File: src/rtl/div_pkg.sv
// div_pkg: shared divider width and FSM state encoding.
package div_pkg;
  localparam int DIV_W = 16;
  typedef enum logic [1:0] {IDLE = 2'd0, RUN = 2'd1, FIX = 2'd2, DONE = 2'd3} state_t;
endpackage

File: src/rtl/div16_ctrl_if.sv
// div16_ctrl_if: start/done handshake and operand/result bus of the divider.
interface div16_ctrl_if
  import div_pkg::*;
#(parameter int WIDTH = DIV_W);
  logic start;
  logic [WIDTH-1:0] dividend, divisor;
  logic busy, done, div0;
  logic [WIDTH-1:0] quotient, remainder;
  modport master (output start, dividend, divisor, input busy, done, div0, quotient, remainder);
  modport slave (input start, dividend, divisor, output busy, done, div0, quotient, remainder);
endinterface

File: src/rtl/div_step.sv
// div_step: WIDTH+1-bit compare-subtract on a ripple subtractor (inverted B, carry-in 1).
module div_step #(parameter int WIDTH = 16) (
  input  logic [WIDTH:0]   s,
  input  logic [WIDTH-1:0] divisor,
  output logic [WIDTH-1:0] t,
  output logic             borrow
);
  logic [WIDTH:0] nb;
  logic c;
  assign nb = ~{1'b0, divisor};
  // The top difference bit is always 0 when no borrow, so only the carry out is kept.
  always_comb begin
    c = 1'b1;
    t = '0;
    for (int i = 0; i < WIDTH; i++) begin
      t[i] = s[i] ^ nb[i] ^ c;
      c = (s[i] & nb[i]) | (c & (s[i] ^ nb[i]));
    end
    borrow = ~((s[WIDTH] & nb[WIDTH]) | (c & (s[WIDTH] ^ nb[WIDTH])));
  end
endmodule

File: src/rtl/div16_ctrl.sv
// div16_ctrl: sequential restoring divider, one quotient bit per cycle.
// Define SIGNED_DIV_EN for two's-complement operands (adds a FIX sign-correction state).
module div16_ctrl
  import div_pkg::*;
#(parameter int WIDTH = DIV_W) (
  input logic clk,
  input logic rst_n,
  div16_ctrl_if.slave bus
);
  localparam int CW = $clog2(WIDTH);
  state_t state;
  logic [CW-1:0] cnt;
  logic [WIDTH-1:0] p, q, dvs, t, p_nx, q_nx, a_mag, b_mag;
  logic borrow, accept;
`ifdef SIGNED_DIV_EN
  logic neg_q, neg_r;
  assign a_mag = bus.dividend[WIDTH-1] ? -bus.dividend : bus.dividend;
  assign b_mag = bus.divisor[WIDTH-1] ? -bus.divisor : bus.divisor;
`else
  assign a_mag = bus.dividend;
  assign b_mag = bus.divisor;
`endif
  assign accept = bus.start && (state == IDLE || state == DONE);
  div_step #(.WIDTH(WIDTH)) u_step (
    .s({p, q[WIDTH-1]}),
    .divisor(dvs),
    .t(t),
    .borrow(borrow)
  );
  assign p_nx = borrow ? {p[WIDTH-2:0], q[WIDTH-1]} : t;
  assign q_nx = {q[WIDTH-2:0], ~borrow};
  always_ff @(posedge clk or negedge rst_n)
    if (!rst_n) begin
      state <= IDLE;
      cnt <= '0;
      p <= '0;
      q <= '0;
      dvs <= '0;
`ifdef SIGNED_DIV_EN
      neg_q <= 1'b0;
      neg_r <= 1'b0;
`endif
      bus.busy <= 1'b0;
      bus.done <= 1'b0;
      bus.div0 <= 1'b0;
      bus.quotient <= '0;
      bus.remainder <= '0;
    end else begin
      bus.done <= 1'b0;
      if (accept) begin
        p <= '0;
        q <= a_mag;
        dvs <= b_mag;
        cnt <= CW'(WIDTH - 1);
`ifdef SIGNED_DIV_EN
        neg_q <= bus.dividend[WIDTH-1] ^ bus.divisor[WIDTH-1];
        neg_r <= bus.dividend[WIDTH-1];
`endif
        if (bus.divisor == '0) begin
          state <= DONE;
          bus.done <= 1'b1;
          bus.div0 <= 1'b1;
          bus.quotient <= '1;
          bus.remainder <= bus.dividend;
        end else begin
          state <= RUN;
          bus.busy <= 1'b1;
        end
      end else if (state == RUN) begin
        p <= p_nx;
        q <= q_nx;
        cnt <= cnt - 1'b1;
        if (cnt == '0) begin
`ifdef SIGNED_DIV_EN
          state <= FIX;
`else
          state <= DONE;
          bus.busy <= 1'b0;
          bus.done <= 1'b1;
          bus.div0 <= 1'b0;
          bus.quotient <= q_nx;
          bus.remainder <= p_nx;
`endif
        end
      end
`ifdef SIGNED_DIV_EN
      else if (state == FIX) begin
        state <= DONE;
        bus.busy <= 1'b0;
        bus.done <= 1'b1;
        bus.div0 <= 1'b0;
        bus.quotient <= neg_q ? -q : q;
        bus.remainder <= neg_r ? -p : p;
      end
`endif
      else if (state == DONE) state <= IDLE;
    end
endmodule
File: src/flat_wrapper.sv
// flat-port wrapper written by rule: the top's interface ports become plain ports
module div16_ctrl_flat import div_pkg::*;
#(parameter int WIDTH = DIV_W)
  (clk, rst_n, bus_start, bus_dividend, bus_divisor, bus_busy, bus_done, bus_div0, bus_quotient, bus_remainder);
  div16_ctrl_if #(.WIDTH(WIDTH)) bus_i ();
  input logic clk;
  input logic rst_n;
  input wire logic [$bits(bus_i.start)-1:0] bus_start;
  input wire logic [$bits(bus_i.dividend)-1:0] bus_dividend;
  input wire logic [$bits(bus_i.divisor)-1:0] bus_divisor;
  output wire logic [$bits(bus_i.busy)-1:0] bus_busy;
  output wire logic [$bits(bus_i.done)-1:0] bus_done;
  output wire logic [$bits(bus_i.div0)-1:0] bus_div0;
  output wire logic [$bits(bus_i.quotient)-1:0] bus_quotient;
  output wire logic [$bits(bus_i.remainder)-1:0] bus_remainder;
  assign bus_i.start = bus_start;
  assign bus_i.dividend = bus_dividend;
  assign bus_i.divisor = bus_divisor;
  assign bus_busy = bus_i.busy;
  assign bus_done = bus_i.done;
  assign bus_div0 = bus_i.div0;
  assign bus_quotient = bus_i.quotient;
  assign bus_remainder = bus_i.remainder;
  div16_ctrl #(.WIDTH(WIDTH)) u_core (.clk(clk), .rst_n(rst_n), .bus(bus_i));
endmodule
File: config.mk
export PLATFORM = sky130hd
export DESIGN_NAME = div16_ctrl_flat
export DESIGN_NICKNAME = d
export VERILOG_FILES = /design/src/rtl/div_pkg.sv /design/src/rtl/div16_ctrl_if.sv /design/src/rtl/div_step.sv /design/src/rtl/div16_ctrl.sv /design/src/flat_wrapper.sv
export SDC_FILE = /design/constraint.sdc
export NUM_CORES = 1
export LEC_CHECK = 0
export CELL_PAD_IN_SITES_DETAIL_PLACEMENT = 1
export CELL_PAD_IN_SITES_GLOBAL_PLACEMENT = 1
export CORE_MARGIN = 5
export CORE_UTILIZATION = 37
export DETAILED_ROUTE_END_ITERATION = 16
export HOLD_SLACK_MARGIN = 0.06
export PLACE_DENSITY = 0.84
export SETUP_SLACK_MARGIN = 0.3
export SYNTH_ARGS = -nofsm -noshare
export SYNTH_HDL_FRONTEND = slang
export SYNTH_SLANG_ARGS = --single-unit
File: constraint.sdc
create_clock -name clk -period 7.93 [get_ports clk]
set_input_delay 2.379 -clock clk [delete_from_list [all_inputs] [get_ports clk]]
set_output_delay 2.379 -clock clk [all_outputs]
set_load 0.05 [all_outputs]
==> flow_metrics.env <==
export IMPL_powerDensity_nw_per_um2=403.2
export IMPL_period_minus_slack_ps=7408
export IMPL_synthFlopType="dfrtp_1"
export IMPL_clkTransAtPathRegs_ps=70
export IMPL_crit_path_max_incr_delay_ps=410
export IMPL_tightestPinTransition_ps=1122
export IMPL_dp_cells=611
export IMPL_worstReg2RegEnd="u_core.bus.remainder[4]"
export IMPL_path_delay_family="adder cells"
export IMPL_finalPower_mw=2.210
export IMPL_ant_nets=0
export IMPL_syn_instance_count=423
export IMPL_final_common_cell="dfrtp_1"
export IMPL_rows=39
export IMPL_yosys_top_cells_area="dfrtp_1 (52%), fa_1 (7.0%), nand2_1 (6.1%), nor2_1 (5.7%), mux2i_1 (3.5%)"
export IMPL_crit_arrival_ps=7630
export IMPL_maxSlewHeadroom_pct=25.04
export IMPL_instances_no_fill=629
export IMPL_io_buffer_count=69
export IMPL_fin_nets=537
export IMPL_async_flop_share_pct=100.0
export IMPL_drc_errors=0
export IMPL_final_cell_mix="dfrtp_1 (89), nand2_1 (70), clkdlybuf4s50_1 (68), nor2_1 (65), a21oi_1 (25)"
export IMPL_grt_setup_unrepaired="no"
export IMPL_core_region_area_um2=11420
export IMPL_first_pass_iters=5
export IMPL_critPathKind="reg -> reg"
export IMPL_syn_mean_instance_area_um2=10.20
export IMPL_hp_start="u_core.bus.div0"
export IMPL_fin_crit_sh_pct=93.42
export IMPL_finish_utilization_pct=48.01
export IMPL_path_cells="inv_1, ha_1, fa_2, fa_2, fa_2, fa_2, fa_2, fa_2, fa_2, fa_2, fa_2, fa_2, fa_2, fa_2, fa_2, fa_2, fa_2, nor2b_4, buf_6, mux2_2, nor2_1, a221o_1"
export IMPL_leakage_nw=2.315
export IMPL_setup_viol=0
export IMPL_numCtsBuffers=9
export IMPL_critical_path_startpoint="u_core.q[15]"
export IMPL_worstSetupStartpointType="flip-flop"
export IMPL_reg2reg_slack_ps=520
export IMPL_vias=3262
export IMPL_crit_buf_inv=2
export IMPL_status="finished, final reports clean"
export IMPL_slowest_stage="fa_2"
export IMPL_cp_common_cell="fa_2"
export IMPL_r2r_cells=22
export IMPL_final_layout_size_suffix_gt1_share_pct=13.17
export IMPL_fin_worst_skew_ps=9.361
export IMPL_clock_path_buffers=2
export IMPL_synth_edf_count=0
export IMPL_r2r_start="u_core.q[15]"
export IMPL_io_pins=70
export IMPL_die_area_um2=13920
export IMPL_syn_area_um2=4313
export IMPL_cap_violations=0
export IMPL_whs_ps=487.7
export IMPL_worst_hold_path_type="reg -> reg"
export IMPL_hold_viol=0
export IMPL_cts_root_buf="clkbuf_16"
export IMPL_antenna_found_initial=0
export IMPL_postCtsHoldBufs=0
export IMPL_grt_max_degree=90
export IMPL_place_congestion=0.7614
export IMPL_cts_tree="built"
export IMPL_place_hpwl_mm=7.680
export IMPL_cts_htree_levels=3
export IMPL_drtIter0Drc=194
export IMPL_routedWlPerCell_um=18.11
export IMPL_seq_area_frac_synth_pct=51.64
export IMPL_fmax_ghz=0.1350
export IMPL_path_max_fanout=8
export IMPL_diodes=0
export IMPL_hold_end="u_core.bus.div0"
export IMPL_synth_seq_cells=89
export IMPL_die_h_um=118.0
export IMPL_grt_first_pass_wirelength_mm=19.21
export IMPL_timing_final_max_slew_violations=0
export IMPL_clkLatencyLatePin_ps=340
export IMPL_vias_per_cell=5.186
export IMPL_syn2layout_area_growth_pct=27.10
export IMPL_yosysUniqueCellTypes=35
export IMPL_gr_total_overflow=0
export IMPL_yosys_warnings=0
export IMPL_cts_sinks=89
export IMPL_yosys_area_top_type="dfrtp_1"
export IMPL_hold_depth=2
export IMPL_synth_top_area_share_pct=51.64
export IMPL_syn_num_nets=478
export IMPL_vdd_drop_max_v=0.0001292
export IMPL_grt_pass1_vias=3811
export IMPL_crit_required_ps=8150
export IMPL_initial_core_util_pct=37.77
export IMPL_wirelength_mm=11.39
export IMPL_crit_path_end_kind="flip-flop"
export IMPL_grtUsageTotal_pct=16.84
export IMPL_die_x_um=118.0
## per-layer routing
| layer | global-route usage, % | up-vias | share of wire, % |
|---|---|---|---|
| li1 | - | 1533 | - |
| met1 | 21.36 | 1615 | 44 |
| met2 | 28.47 | 93 | 49 |
| met3 | 2.739 | 21 | 4.2 |
| met4 | 7.097 | 0 | 2.8 |
| met5 | 0 | - | 0 |
## state kept, by name, indices dropped and copies added, names as in the netlist
name / cells
u_core.bus.remainder: 16
u_core.state: 2
u_core.bus.quotient: 16
u_core.bus.div0: 1
u_core.bus.done: 1
u_core.cnt: 4
u_core.p: 16
u_core.q: 16
u_core.dvs: 16
u_core.bus.busy: 1
## how the worst max path moves through the flow
stage	to	cells after the start
final	u_core.bus.remainder[4]	22
after floorplan	u_core.bus.remainder[15]	22
after global routing	u_core.p[14]	22
after detailed placement	u_core.bus.remainder[7]	21
after CTS	u_core.bus.remainder[15]	22
after global placement	u_core.bus.remainder[15]	21
## tightest hold or removal path, delay by kind of cell (launching register included)
kind             cells  cell delay (ps)
DFF                  1              350
and+or+nand+nor      2              100
## timing repair
| item | CTS | global route |
|---|---|---|
| pin swaps | 4 | 7 |
| setup endpoints to repair | 33 | 15 |
| buffers inserted | 3 | 0 |
| gates resized for setup | 5 | 3 |
## cells by family after synthesis
kind of cell | count (synthesis) | synth area share, %
buf+inv | 47 | 4.671
flops | 89 | 51.64
mux | 27 | 6.614
compound gates | 78 | 12.01
xor+xnor | 2 | 0.4062
simple gates | 160 | 16.25
fa+ha+maj | 20 | 8.413
## synthesized netlist by cell type, drive strengths merged, types with 5 or more instances
library cell   n
a221o         12
and2           6
fa            15
inv           21
o21ai         20
mux2i         15
nand2b         5
nand2         70
ha             5
clkbuf        17
dfrtp         89
nor2          65
mux2          12
a211oi        12
a21oi         26
buf            9
## power breakdown
part           switching [mW]  internal [mW]
registers               0.123          0.605
logic                   0.546          0.479
clock network           0.180          0.276
total                   0.849           1.36
## metrics by stage
step | instance area (um2) | setup slack (ps) | setup TNS (ps)
2_1_floorplan | 4353 | 351.7 | 0
3_3_place_gp | 5111 | 150.6 | 0
3_5_place_dp | 5111 | -26.12 | -136.7
4_1_cts | 5469 | 336.9 | 0
5_1_grt | 5482 | 311.2 | 0
6_report | 5482 | 521.9 | 0
## cell type report
type,count,area [um2]
well taps,143,178.9
clock buffers,9,225.2
multi-input cells,287,1949
clock inverters,6,92.59
fillers,1269,5937
flip-flops and latches,89,2227
inverters,21,78.83
repair buffers,74,729.5
Note: power is estimated with default switching activity, not from simulation.
